File: src/rtl/decode_pkg.sv
// Shared definitions for the RV32IMF decode stage: opcodes, op-code enums,
// control-word bit positions and the micro-op record stored in the queue.
package decode_pkg;

  // Major opcodes (instr[6:0])
  localparam logic [6:0] OPC_LOAD     = 7'b0000011;
  localparam logic [6:0] OPC_LOAD_FP  = 7'b0000111;
  localparam logic [6:0] OPC_MISC_MEM = 7'b0001111;
  localparam logic [6:0] OPC_OP_IMM   = 7'b0010011;
  localparam logic [6:0] OPC_AUIPC    = 7'b0010111;
  localparam logic [6:0] OPC_STORE    = 7'b0100011;
  localparam logic [6:0] OPC_STORE_FP = 7'b0100111;
  localparam logic [6:0] OPC_OP       = 7'b0110011;
  localparam logic [6:0] OPC_LUI      = 7'b0110111;
  localparam logic [6:0] OPC_MADD     = 7'b1000011;
  localparam logic [6:0] OPC_MSUB     = 7'b1000111;
  localparam logic [6:0] OPC_NMSUB    = 7'b1001011;
  localparam logic [6:0] OPC_NMADD    = 7'b1001111;
  localparam logic [6:0] OPC_OP_FP    = 7'b1010011;
  localparam logic [6:0] OPC_BRANCH   = 7'b1100011;
  localparam logic [6:0] OPC_JALR     = 7'b1100111;
  localparam logic [6:0] OPC_JAL      = 7'b1101111;

  // Integer ALU / multiply / divide operations. The first eight follow
  // funct3 of OP/OP-IMM, and the M extension follows funct3 from 10 upward.
  typedef enum logic [4:0] {
    ALU_ADD    = 5'd0,
    ALU_SLL    = 5'd1,
    ALU_SLT    = 5'd2,
    ALU_SLTU   = 5'd3,
    ALU_XOR    = 5'd4,
    ALU_SRL    = 5'd5,
    ALU_OR     = 5'd6,
    ALU_AND    = 5'd7,
    ALU_SUB    = 5'd8,
    ALU_SRA    = 5'd9,
    ALU_MUL    = 5'd10,
    ALU_MULH   = 5'd11,
    ALU_MULHSU = 5'd12,
    ALU_MULHU  = 5'd13,
    ALU_DIV    = 5'd14,
    ALU_DIVU   = 5'd15,
    ALU_REM    = 5'd16,
    ALU_REMU   = 5'd17
  } alu_op_e;

  // Single-precision FPU operations; 0 means the micro-op uses no FPU.
  typedef enum logic [4:0] {
    FPU_NONE    = 5'd0,
    FPU_FADD    = 5'd1,
    FPU_FSUB    = 5'd2,
    FPU_FMUL    = 5'd3,
    FPU_FDIV    = 5'd4,
    FPU_FSQRT   = 5'd5,
    FPU_FMADD   = 5'd6,
    FPU_FMSUB   = 5'd7,
    FPU_FNMADD  = 5'd8,
    FPU_FNMSUB  = 5'd9,
    FPU_FSGNJ   = 5'd11,
    FPU_FSGNJN  = 5'd12,
    FPU_FSGNJX  = 5'd13,
    FPU_FEQ     = 5'd14,
    FPU_FLT     = 5'd15,
    FPU_FLE     = 5'd16,
    FPU_FCVT_SW  = 5'd19,
    FPU_FCVT_SWU = 5'd20,
    FPU_FCVT_WS  = 5'd21,
    FPU_FCVT_WUS = 5'd22,
    FPU_FMV     = 5'd23,
    FPU_FMIN    = 5'd24,
    FPU_FMAX    = 5'd25,
    FPU_FCLASS  = 5'd26
  } fpu_op_e;

  // Immediate format selected for the execute stage.
  typedef enum logic [2:0] {
    IMM_I     = 3'd0,
    IMM_SHAMT = 3'd2,
    IMM_S     = 3'd3,
    IMM_B     = 3'd4,
    IMM_U     = 3'd5,
    IMM_J     = 3'd6
  } imm_sel_e;

  // Operand-source code packed into ctrl[1:0]. FSTORE is an address of
  // rs1+imm whose store data comes from the FP register file.
  typedef enum logic [1:0] {
    SRC_RS1_RS2 = 2'd0,
    SRC_RS1_IMM = 2'd1,
    SRC_PC_IMM  = 2'd2,
    SRC_FSTORE  = 2'd3
  } src_sel_e;

  // Control-word bit positions
  localparam int CTRL_W       = 12;
  localparam int CTRL_MEM_RD  = 11;
  localparam int CTRL_MEM_WR  = 10;
  localparam int CTRL_JUMP    = 9;
  localparam int CTRL_BRANCH  = 8;
  localparam int CTRL_JALR    = 7;
  localparam int CTRL_REG_WR  = 6;
  localparam int CTRL_FREG_WR = 5;
  localparam int CTRL_WB_MEM  = 4;
  localparam int CTRL_ITOF    = 3;
  localparam int CTRL_FTOI    = 2;
  localparam int CTRL_SRC_LSB = 0;

  // Decoded micro-op (PC is carried alongside it in the queue)
  typedef struct packed {
    logic [4:0]        rd;
    logic [4:0]        rs1;
    logic [4:0]        rs2;
    logic [4:0]        rs3;
    alu_op_e           alu_op;
    fpu_op_e           fpu_op;
    imm_sel_e          imm_sel;
    logic [CTRL_W-1:0] ctrl;
    logic              illegal;
  } uop_t;

  localparam int UOP_W = $bits(uop_t);

endpackage

File: src/rtl/uop_decoder.sv
// Purely combinational RV32IMF decoder: raw instruction -> micro-op.
// Register index fields are extracted verbatim (rs3 only for R4 formats);
// the write/memory enables say which of them are meaningful.
module uop_decoder
  import decode_pkg::*;
(
  input  logic [31:0] instr_i,
  output uop_t        uop_o
);

  logic [6:0] opcode;
  logic [2:0] f3;
  logic [6:0] f7;
  logic [4:0] f5;
  logic [4:0] rs2_f;
  logic [4:0] rd_f;
  logic [1:0] fmt;
  logic       rm_ok;

  assign opcode = instr_i[6:0];
  assign rd_f   = instr_i[11:7];
  assign f3     = instr_i[14:12];
  assign rs2_f  = instr_i[24:20];
  assign f7     = instr_i[31:25];
  assign f5     = instr_i[31:27];
  assign fmt    = instr_i[26:25];
  // Rounding modes 101 and 110 are reserved.
  assign rm_ok  = (f3 != 3'b101) && (f3 != 3'b110);

  logic     mem_rd, mem_wr, jump, branch, jalr, reg_wr, freg_wr, wb_mem, itof, ftoi;
  logic     illegal;
  logic [4:0] rs3;
  src_sel_e src;
  alu_op_e  alu;
  fpu_op_e  fpu;
  imm_sel_e imm;

  // Decode opcode/funct fields into op codes, flags and the illegal marker.
  always_comb begin
    mem_rd  = 1'b0;
    mem_wr  = 1'b0;
    jump    = 1'b0;
    branch  = 1'b0;
    jalr    = 1'b0;
    reg_wr  = 1'b0;
    freg_wr = 1'b0;
    wb_mem  = 1'b0;
    itof    = 1'b0;
    ftoi    = 1'b0;
    illegal = 1'b0;
    rs3     = 5'd0;
    src     = SRC_RS1_RS2;
    alu     = ALU_ADD;
    fpu     = FPU_NONE;
    imm     = IMM_I;

    case (opcode)
      OPC_LUI: begin
        reg_wr = 1'b1;
        src    = SRC_RS1_IMM;
        imm    = IMM_U;
      end
      OPC_AUIPC: begin
        reg_wr = 1'b1;
        src    = SRC_PC_IMM;
        imm    = IMM_U;
      end
      OPC_JAL: begin
        jump   = 1'b1;
        reg_wr = 1'b1;
        src    = SRC_PC_IMM;
        imm    = IMM_J;
      end
      OPC_JALR: begin
        jump   = 1'b1;
        jalr   = 1'b1;
        reg_wr = 1'b1;
        src    = SRC_RS1_IMM;
        if (f3 != 3'b000) illegal = 1'b1;
      end
      OPC_BRANCH: begin
        branch = 1'b1;
        imm    = IMM_B;
        case (f3[2:1])
          2'b00:   alu = ALU_SUB;
          2'b10:   alu = ALU_SLT;
          2'b11:   alu = ALU_SLTU;
          default: illegal = 1'b1;
        endcase
      end
      OPC_LOAD: begin
        mem_rd = 1'b1;
        reg_wr = 1'b1;
        wb_mem = 1'b1;
        src    = SRC_RS1_IMM;
        if (f3 == 3'b011 || f3 == 3'b110 || f3 == 3'b111) illegal = 1'b1;
      end
      OPC_STORE: begin
        mem_wr = 1'b1;
        src    = SRC_RS1_IMM;
        imm    = IMM_S;
        if (f3[2] || f3 == 3'b011) illegal = 1'b1;
      end
      OPC_OP_IMM: begin
        reg_wr = 1'b1;
        src    = SRC_RS1_IMM;
        alu    = alu_op_e'({2'b00, f3});
        if (f3 == 3'b001) begin
          imm = IMM_SHAMT;
          if (f7 != 7'b0000000) illegal = 1'b1;
        end else if (f3 == 3'b101) begin
          imm = IMM_SHAMT;
          if (f7 == 7'b0100000) alu = ALU_SRA;
          else if (f7 != 7'b0000000) illegal = 1'b1;
        end
      end
      OPC_OP: begin
        reg_wr = 1'b1;
        case (f7)
          7'b0000000: alu = alu_op_e'({2'b00, f3});
          7'b0100000: begin
            if (f3 == 3'b000)      alu = ALU_SUB;
            else if (f3 == 3'b101) alu = ALU_SRA;
            else                   illegal = 1'b1;
          end
          7'b0000001: alu = alu_op_e'(5'd10 + {2'b00, f3});
          default:    illegal = 1'b1;
        endcase
      end
      OPC_MISC_MEM: begin
        // fence / fence.i: ordering hints only, no register or memory write
        if (f3[2:1] != 2'b00) illegal = 1'b1;
      end
      OPC_LOAD_FP: begin
        mem_rd  = 1'b1;
        freg_wr = 1'b1;
        wb_mem  = 1'b1;
        src     = SRC_RS1_IMM;
        if (f3 != 3'b010) illegal = 1'b1;
      end
      OPC_STORE_FP: begin
        mem_wr = 1'b1;
        src    = SRC_FSTORE;
        imm    = IMM_S;
        if (f3 != 3'b010) illegal = 1'b1;
      end
      OPC_MADD, OPC_MSUB, OPC_NMSUB, OPC_NMADD: begin
        freg_wr = 1'b1;
        rs3     = instr_i[31:27];
        case (opcode)
          OPC_MADD:  fpu = FPU_FMADD;
          OPC_MSUB:  fpu = FPU_FMSUB;
          OPC_NMSUB: fpu = FPU_FNMSUB;
          default:   fpu = FPU_FNMADD;
        endcase
        if (fmt != 2'b00 || !rm_ok) illegal = 1'b1;
      end
      OPC_OP_FP: begin
        freg_wr = 1'b1;
        case (f5)
          5'b00000: fpu = FPU_FADD;
          5'b00001: fpu = FPU_FSUB;
          5'b00010: fpu = FPU_FMUL;
          5'b00011: fpu = FPU_FDIV;
          5'b01011: begin
            fpu = FPU_FSQRT;
            if (rs2_f != 5'd0) illegal = 1'b1;
          end
          5'b00100: begin
            case (f3)
              3'b000:  fpu = FPU_FSGNJ;
              3'b001:  fpu = FPU_FSGNJN;
              3'b010:  fpu = FPU_FSGNJX;
              default: illegal = 1'b1;
            endcase
          end
          5'b00101: begin
            case (f3)
              3'b000:  fpu = FPU_FMIN;
              3'b001:  fpu = FPU_FMAX;
              default: illegal = 1'b1;
            endcase
          end
          5'b10100: begin
            freg_wr = 1'b0;
            reg_wr  = 1'b1;
            case (f3)
              3'b010:  fpu = FPU_FEQ;
              3'b001:  fpu = FPU_FLT;
              3'b000:  fpu = FPU_FLE;
              default: illegal = 1'b1;
            endcase
          end
          5'b11000: begin
            freg_wr = 1'b0;
            reg_wr  = 1'b1;
            ftoi    = 1'b1;
            if (rs2_f == 5'd0)      fpu = FPU_FCVT_WS;
            else if (rs2_f == 5'd1) fpu = FPU_FCVT_WUS;
            else                    illegal = 1'b1;
          end
          5'b11010: begin
            itof = 1'b1;
            if (rs2_f == 5'd0)      fpu = FPU_FCVT_SW;
            else if (rs2_f == 5'd1) fpu = FPU_FCVT_SWU;
            else                    illegal = 1'b1;
          end
          5'b11100: begin
            freg_wr = 1'b0;
            reg_wr  = 1'b1;
            ftoi    = 1'b1;
            if (rs2_f != 5'd0)      illegal = 1'b1;
            else if (f3 == 3'b000)  fpu = FPU_FMV;
            else if (f3 == 3'b001)  fpu = FPU_FCLASS;
            else                    illegal = 1'b1;
          end
          5'b11110: begin
            itof = 1'b1;
            fpu  = FPU_FMV;
            if (rs2_f != 5'd0 || f3 != 3'b000) illegal = 1'b1;
          end
          default: illegal = 1'b1;
        endcase
        // Arithmetic and conversions take a rounding mode in funct3.
        if ((f5[4:2] == 3'b000 || f5 == 5'b01011 || f5 == 5'b11000 || f5 == 5'b11010)
            && !rm_ok) illegal = 1'b1;
        if (fmt != 2'b00) illegal = 1'b1;
      end
      default: illegal = 1'b1;
    endcase

    // An illegal micro-op carries no side effects, only the exception marker.
    if (illegal) begin
      mem_rd  = 1'b0;
      mem_wr  = 1'b0;
      jump    = 1'b0;
      branch  = 1'b0;
      jalr    = 1'b0;
      reg_wr  = 1'b0;
      freg_wr = 1'b0;
      wb_mem  = 1'b0;
      itof    = 1'b0;
      ftoi    = 1'b0;
      src     = SRC_RS1_RS2;
      alu     = ALU_ADD;
      fpu     = FPU_NONE;
      imm     = IMM_I;
    end else if (rd_f == 5'd0) begin
      reg_wr = 1'b0;
    end
  end

  // Assemble the micro-op record.
  always_comb begin
    uop_o         = '0;
    uop_o.rd      = rd_f;
    uop_o.rs1     = instr_i[19:15];
    uop_o.rs2     = rs2_f;
    uop_o.rs3     = rs3;
    uop_o.alu_op  = alu;
    uop_o.fpu_op  = fpu;
    uop_o.imm_sel = imm;
    uop_o.ctrl    = {mem_rd, mem_wr, jump, branch, jalr, reg_wr, freg_wr,
                     wb_mem, itof, ftoi, src};
    uop_o.illegal = illegal;
  end

endmodule

File: src/rtl/decode_queue.sv
// Registered decode stage: decodes the offered instruction and buffers the
// micro-op with its PC in a DEPTH-entry FIFO in program order.
// Handshake: a transfer happens on a rising edge where valid && ready are
// both high; valid must not depend on ready, and ready here depends only on
// registered occupancy (no pass-through). flush wins over both transfers.
module decode_queue
  import decode_pkg::*;
#(
  parameter int XLEN  = 32,
  parameter int DEPTH = 4,
  parameter int CNT_W = $clog2(DEPTH) + 1
) (
  input  logic             clk,
  input  logic             rst,
  input  logic             flush,
  input  logic             in_valid,
  output logic             in_ready,
  input  logic [XLEN-1:0]  in_instr,
  input  logic [XLEN-1:0]  in_pc,
  output logic             out_valid,
  input  logic             out_ready,
  output logic [XLEN-1:0]  out_pc,
  output logic [4:0]       out_rd,
  output logic [4:0]       out_rs1,
  output logic [4:0]       out_rs2,
  output logic [4:0]       out_rs3,
  output logic [4:0]       out_alu_op,
  output logic [4:0]       out_fpu_op,
  output logic [2:0]       out_imm_sel,
  output logic [11:0]      out_ctrl,
  output logic             out_illegal,
  output logic [CNT_W-1:0] count
);

  localparam int PTR_W = $clog2(DEPTH);

  typedef struct packed {
    logic [XLEN-1:0] pc;
    uop_t            uop;
  } entry_t;

  uop_t       dec_uop;
  entry_t     mem_q [DEPTH];
  entry_t     head;

  logic [PTR_W-1:0] wr_ptr_q, wr_ptr_d;
  logic [PTR_W-1:0] rd_ptr_q, rd_ptr_d;
  logic [CNT_W-1:0] count_q,  count_d;
  logic             push, pop;

  uop_decoder u_dec (
    .instr_i (in_instr[31:0]),
    .uop_o   (dec_uop)
  );

  assign in_ready  = (count_q != CNT_W'(DEPTH));
  assign out_valid = (count_q != '0);
  assign push      = in_valid && in_ready && !flush;
  assign pop       = out_valid && out_ready && !flush;

  // Next pointers and occupancy; flush clears everything.
  always_comb begin
    wr_ptr_d = wr_ptr_q;
    rd_ptr_d = rd_ptr_q;
    count_d  = count_q;
    if (flush) begin
      wr_ptr_d = '0;
      rd_ptr_d = '0;
      count_d  = '0;
    end else begin
      if (push) wr_ptr_d = wr_ptr_q + PTR_W'(1);
      if (pop)  rd_ptr_d = rd_ptr_q + PTR_W'(1);
      case ({push, pop})
        2'b10:   count_d = count_q + CNT_W'(1);
        2'b01:   count_d = count_q - CNT_W'(1);
        default: count_d = count_q;
      endcase
    end
  end

  // Pointer and counter registers.
  always_ff @(posedge clk or posedge rst) begin
    if (rst) begin
      wr_ptr_q <= '0;
      rd_ptr_q <= '0;
      count_q  <= '0;
    end else begin
      wr_ptr_q <= wr_ptr_d;
      rd_ptr_q <= rd_ptr_d;
      count_q  <= count_d;
    end
  end

  // Payload storage; contents are only meaningful below the count.
  always_ff @(posedge clk) begin
    if (push) mem_q[wr_ptr_q] <= '{pc: in_pc, uop: dec_uop};
  end

  assign head        = mem_q[rd_ptr_q];
  assign out_pc      = head.pc;
  assign out_rd      = head.uop.rd;
  assign out_rs1     = head.uop.rs1;
  assign out_rs2     = head.uop.rs2;
  assign out_rs3     = head.uop.rs3;
  assign out_alu_op  = head.uop.alu_op;
  assign out_fpu_op  = head.uop.fpu_op;
  assign out_imm_sel = head.uop.imm_sel;
  assign out_ctrl    = head.uop.ctrl;
  assign out_illegal = head.uop.illegal;
  assign count       = count_q;

endmodule

File: config.mk
export PLATFORM = sky130hd
export DESIGN_NAME = decode_queue
export DESIGN_NICKNAME = d
export VERILOG_FILES = /design/src/rtl/decode_pkg.sv /design/src/rtl/uop_decoder.sv /design/src/rtl/decode_queue.sv
export SDC_FILE = /design/constraint.sdc
export NUM_CORES = 1
export LEC_CHECK = 0
export BUFFER_PORTS_ARGS = -buffer_cell sky130_fd_sc_hd__buf_2
export CORE_MARGIN = 1.5
export CORE_UTILIZATION = 53
export DETAILED_ROUTE_END_ITERATION = 12
export GPL_TIMING_DRIVEN = 0
export PLACE_DENSITY = 0.73
export SETUP_SLACK_MARGIN = 0.5
export SLEW_MARGIN = 15
export SYNTH_ARGS = -nofsm -noshare
export SYNTH_HDL_FRONTEND = slang
export SYNTH_HIERARCHICAL = 1
export SYNTH_SLANG_ARGS = --single-unit
export TNS_END_PERCENT = 30
File: constraint.sdc
create_clock -name clk -period 5.75 [get_ports clk]
set_input_delay 0.575 -clock clk [delete_from_list [all_inputs] [get_ports clk]]
set_output_delay 0.575 -clock clk [all_outputs]
set_load 0.02 [all_outputs]
==> impl_metrics.csv <==
group,metric,value,unit
run_status,outcome,"complete, no violations",
synthesis,yosys-top-cells-area,"edfxtp_1, mux4_2, buf_4, dfrtp_1, ha_1",
floorplanning,die-area,26500,µm²
pwr,max-vdd-ir-drop,0.213,mV
floorplanning,die_height,163,µm
critical_path,path_max_fanout,8,
place,globalplace.congestion,0.907,
synthesis,ys_seq_area_share,70.4,%
critical_path,worstPathRequired,6020,ps
timing,worst_pin_slew,894,ps
detailed_routing,drt_iter0_drc,821,
clock_tree,cts_buffers,30,
floorplanning,chipWidth,163,µm
detailed_routing,wl_per_cell,21.5,µm
timing,fmax,0.338,GHz
synthesis,syn_area,13500,µm²
timing,setup_viol,0,
timing,fin_setup_tns,0,ps
detailed_routing,drt_first_pass_iters,6,
synthesis,synth_cell_types,68,
layout,fill_cells,1834,
layout,final_area,15700,µm²
synthesis,synth.largest_area_cell,"edfxtp_1",
layout,layout.nets,1010,
pwr,p_total,5.34,mW
synthesis,syn_nets,831,
critical_path,critPathMaxStageDelay,600,ps
synthesis,synth_edf_count,312,
timing,max_slew_margin,39.9,%
place,hpwl,18100,µm
clock_tree,clkLatencyLatePin,540,ps
layout,area_growth,16.2,%
clock_tree,root_buffer,"clkbuf_16",
floorplanning,row_count,58,
floorplanning,core,25100,µm²
global_routing,grt_overflow_total,0,
pwr,p_per_area,340,nW/µm²
detailed_routing,drc,0,
synthesis,synthSimpleGateAreaFrac,6.63,%
floorplanning,ios,152,
detailed_routing,finalWirelength,27400,µm
place,port_buffers,142,
critical_path,crit_path_end_kind,"flip-flop",
timing,timing.final.crit_share,51.5,%
layout,diodes,0,
layout,final_cell_mix,"edfxtp_1, buf_2, mux4_2",
synthesis,muxShareOfSynthArea,13.0,%
critical_path,cp-start-kind,"input port",
timing,fin_worst_skew,9.39,ps
critical_path,criticalPathCategory,"in -> reg",
synthesis,syn_avg_cell_area,18.1,µm²
clock_tree,cts_max_level,1,
layout,ff_latch_area,9540,µm²
timing,hold_violations,0,
floorplanning,start_util,54.0,%
synthesis,synthAdderAreaFrac,1.16,%
clock_tree,ctsResizeCount,0,
job,cap_violations,0,
timing,finalCriticalPeriod,2960,ps
layout,fin_util,62.7,%
critical_path,arrival,3230,ps
global_routing,grt_max_degree,50,
synthesis,ys_ff_latch,319,
place,postPlaceCellArea,14800,µm²
critical_path,path_cells,"buf_2 -> or4_1 -> clkbuf_1 -> o311ai_1 -> o211ai_1 -> nor4_1 -> nor2b_1 -> buf_2 -> nor3_1",
clock_tree,post_cts_buffers,0,
global_routing,grt_use_total,21.0,%
layout,drive_above_1_share,34.9,%
detailed_routing,num_vias,7468,
clock_tree,clkSinkCount,319,
synthesis,synthXorXnorAreaFrac,0.517,%
timing,slew_violations,0,
pwr,power_leakage,5.18,nW
global_routing,antenna_found_initial,0,
detailed_routing,postRouteAntennaNets,0,
synthesis,synth.top_cell.area_share,69.1,%
global_routing,grt_pass1_vias,7726,
layout,final_common_cell,"edfxtp_1",
synthesis,synth_compound_area_share,4.25,%
detailed_routing,via_per_inst,5.84,
synthesis,synthArstFlopShare,2.19,%
critical_path,crit_top_cell,"buf_2",
clock_tree,cts_tree,"built",
clock_tree,cts.clk_slew.worst_paths,60,ps
global_routing,grt_pass1_wl,42300,µm
clock_tree,clockBufferDepth,3,
synthesis,ys.warnings.count,6,
hold_path,hold_class,"in -> reg",
timing,rsz0062_at_grt,"no",
synthesis,synth_top_family_by_area,"multiplexers",
synthesis,synth-main-ff-cell,"edfxtp_1",
synthesis,netlist_instances,750,
critical_path,critPathSlowestCell,"or4_1",
layout,multi_input_area,3470,µm²
==> metal layers <==
layer	vias up	part of all wire, %	global-route usage [%]	wire length [µm]
met3	35	5.9	2.47	1620
met2	272	51	36.2	14000
met1	3792	41	28.6	11300
li1	3369	-	-	-
met4	0	1.6	5.46	442
met5	-	0	0	0
==> power by group <==
group,total [mW],switching (mW),leakage [nW],internal (mW)
sequential,2.64,0.0191,2.87,2.62
clock,1.88,0.771,0.461,1.10
combinational,0.829,0.478,1.85,0.351
total,5.34,1.27,5.18,4.08
==> path summary, 6_finish.rpt <==
path                                              start                       to  slack, ps  depth (start not counted)
worst max-delay path                       in_instr[21]   mem_q[0][16]$_DFFE_PP_       2790                          9
worst min-delay path                       in_instr[16]   mem_q[1][37]$_DFFE_PP_        240                          1
min in group asynchronous                           rst     count[2]$_DFFE_PP0P_        520                          3
max in group asynchronous                           rst  rd_ptr_q[0]$_DFFE_PP0P_       5000                          3
worst max register to register     count[0]$_DFFE_PP0P_   mem_q[0][40]$_DFFE_PP_       3310                          5
worst min register to register  wr_ptr_q[1]$_DFFE_PP0P_  wr_ptr_q[1]$_DFFE_PP0P_        630                          2
==> critical path: cells and delay by family <==
kind                   cells  cell delay, ps
AND/OR/NAND/NOR            4            1690
buffers and inverters      3             530
AO/OA/AOI/OAI              2             430
==> per-stage QoR <==
stage          hold WS (ps)  instances  worst slack (ps)
2_1_floorplan           378        750              2380
3_3_place_gp            533       1222               751
3_5_place_dp            535       1226              2320
4_1_cts                 216       1278              2860
5_1_grt                 220       1278              2640
6_report                240       1278              2790
==> cells by family after synthesis <==
group / count (synthesis)
flops: 319
simple gates: 161
buf+inv: 90
compound gates: 82
mux: 78
fa+ha+maj: 12
xor+xnor: 8
==> state kept, by name (all words and copies together), names as in the netlist <==
register,count
mem_q,312
count,3
wr_ptr_q,2
rd_ptr_q,2
==> final cells by class <==
class | count | share of cell area (%)
multi-input cells | 341 | 22.0
clock inverters | 15 | 0.898
plain buffers | 76 | 3.14
flip-flops and latches | 319 | 60.6
repair buffers | 147 | 5.28
clock buffers | 36 | 5.05
well taps | 330 | 2.62
inverters | 14 | 0.334
==> synthesized netlist by cell type (7+ instances only) <==
master and instances:
a211oi_1 8, a21oi_1 13, and2_1 8, buf_2 14
buf_4 29, buf_6 11, clkbuf_1 20, dfrtp_1 7
edfxtp_1 312, ha_1 11, inv_1 12, mux4_2 78
nand2_1 29, nand2b_1 11, nand3_1 14, nor2_1 33
nor3_1 18, nor4_1 11, o21ai_0 15
==> repair_timing <==
action,4_1_cts,5_1_grt
hold buffers,1,0
setup endpoints to repair,0,0
hold endpoints to repair,7,0
(Power assumes the default switching activity.)
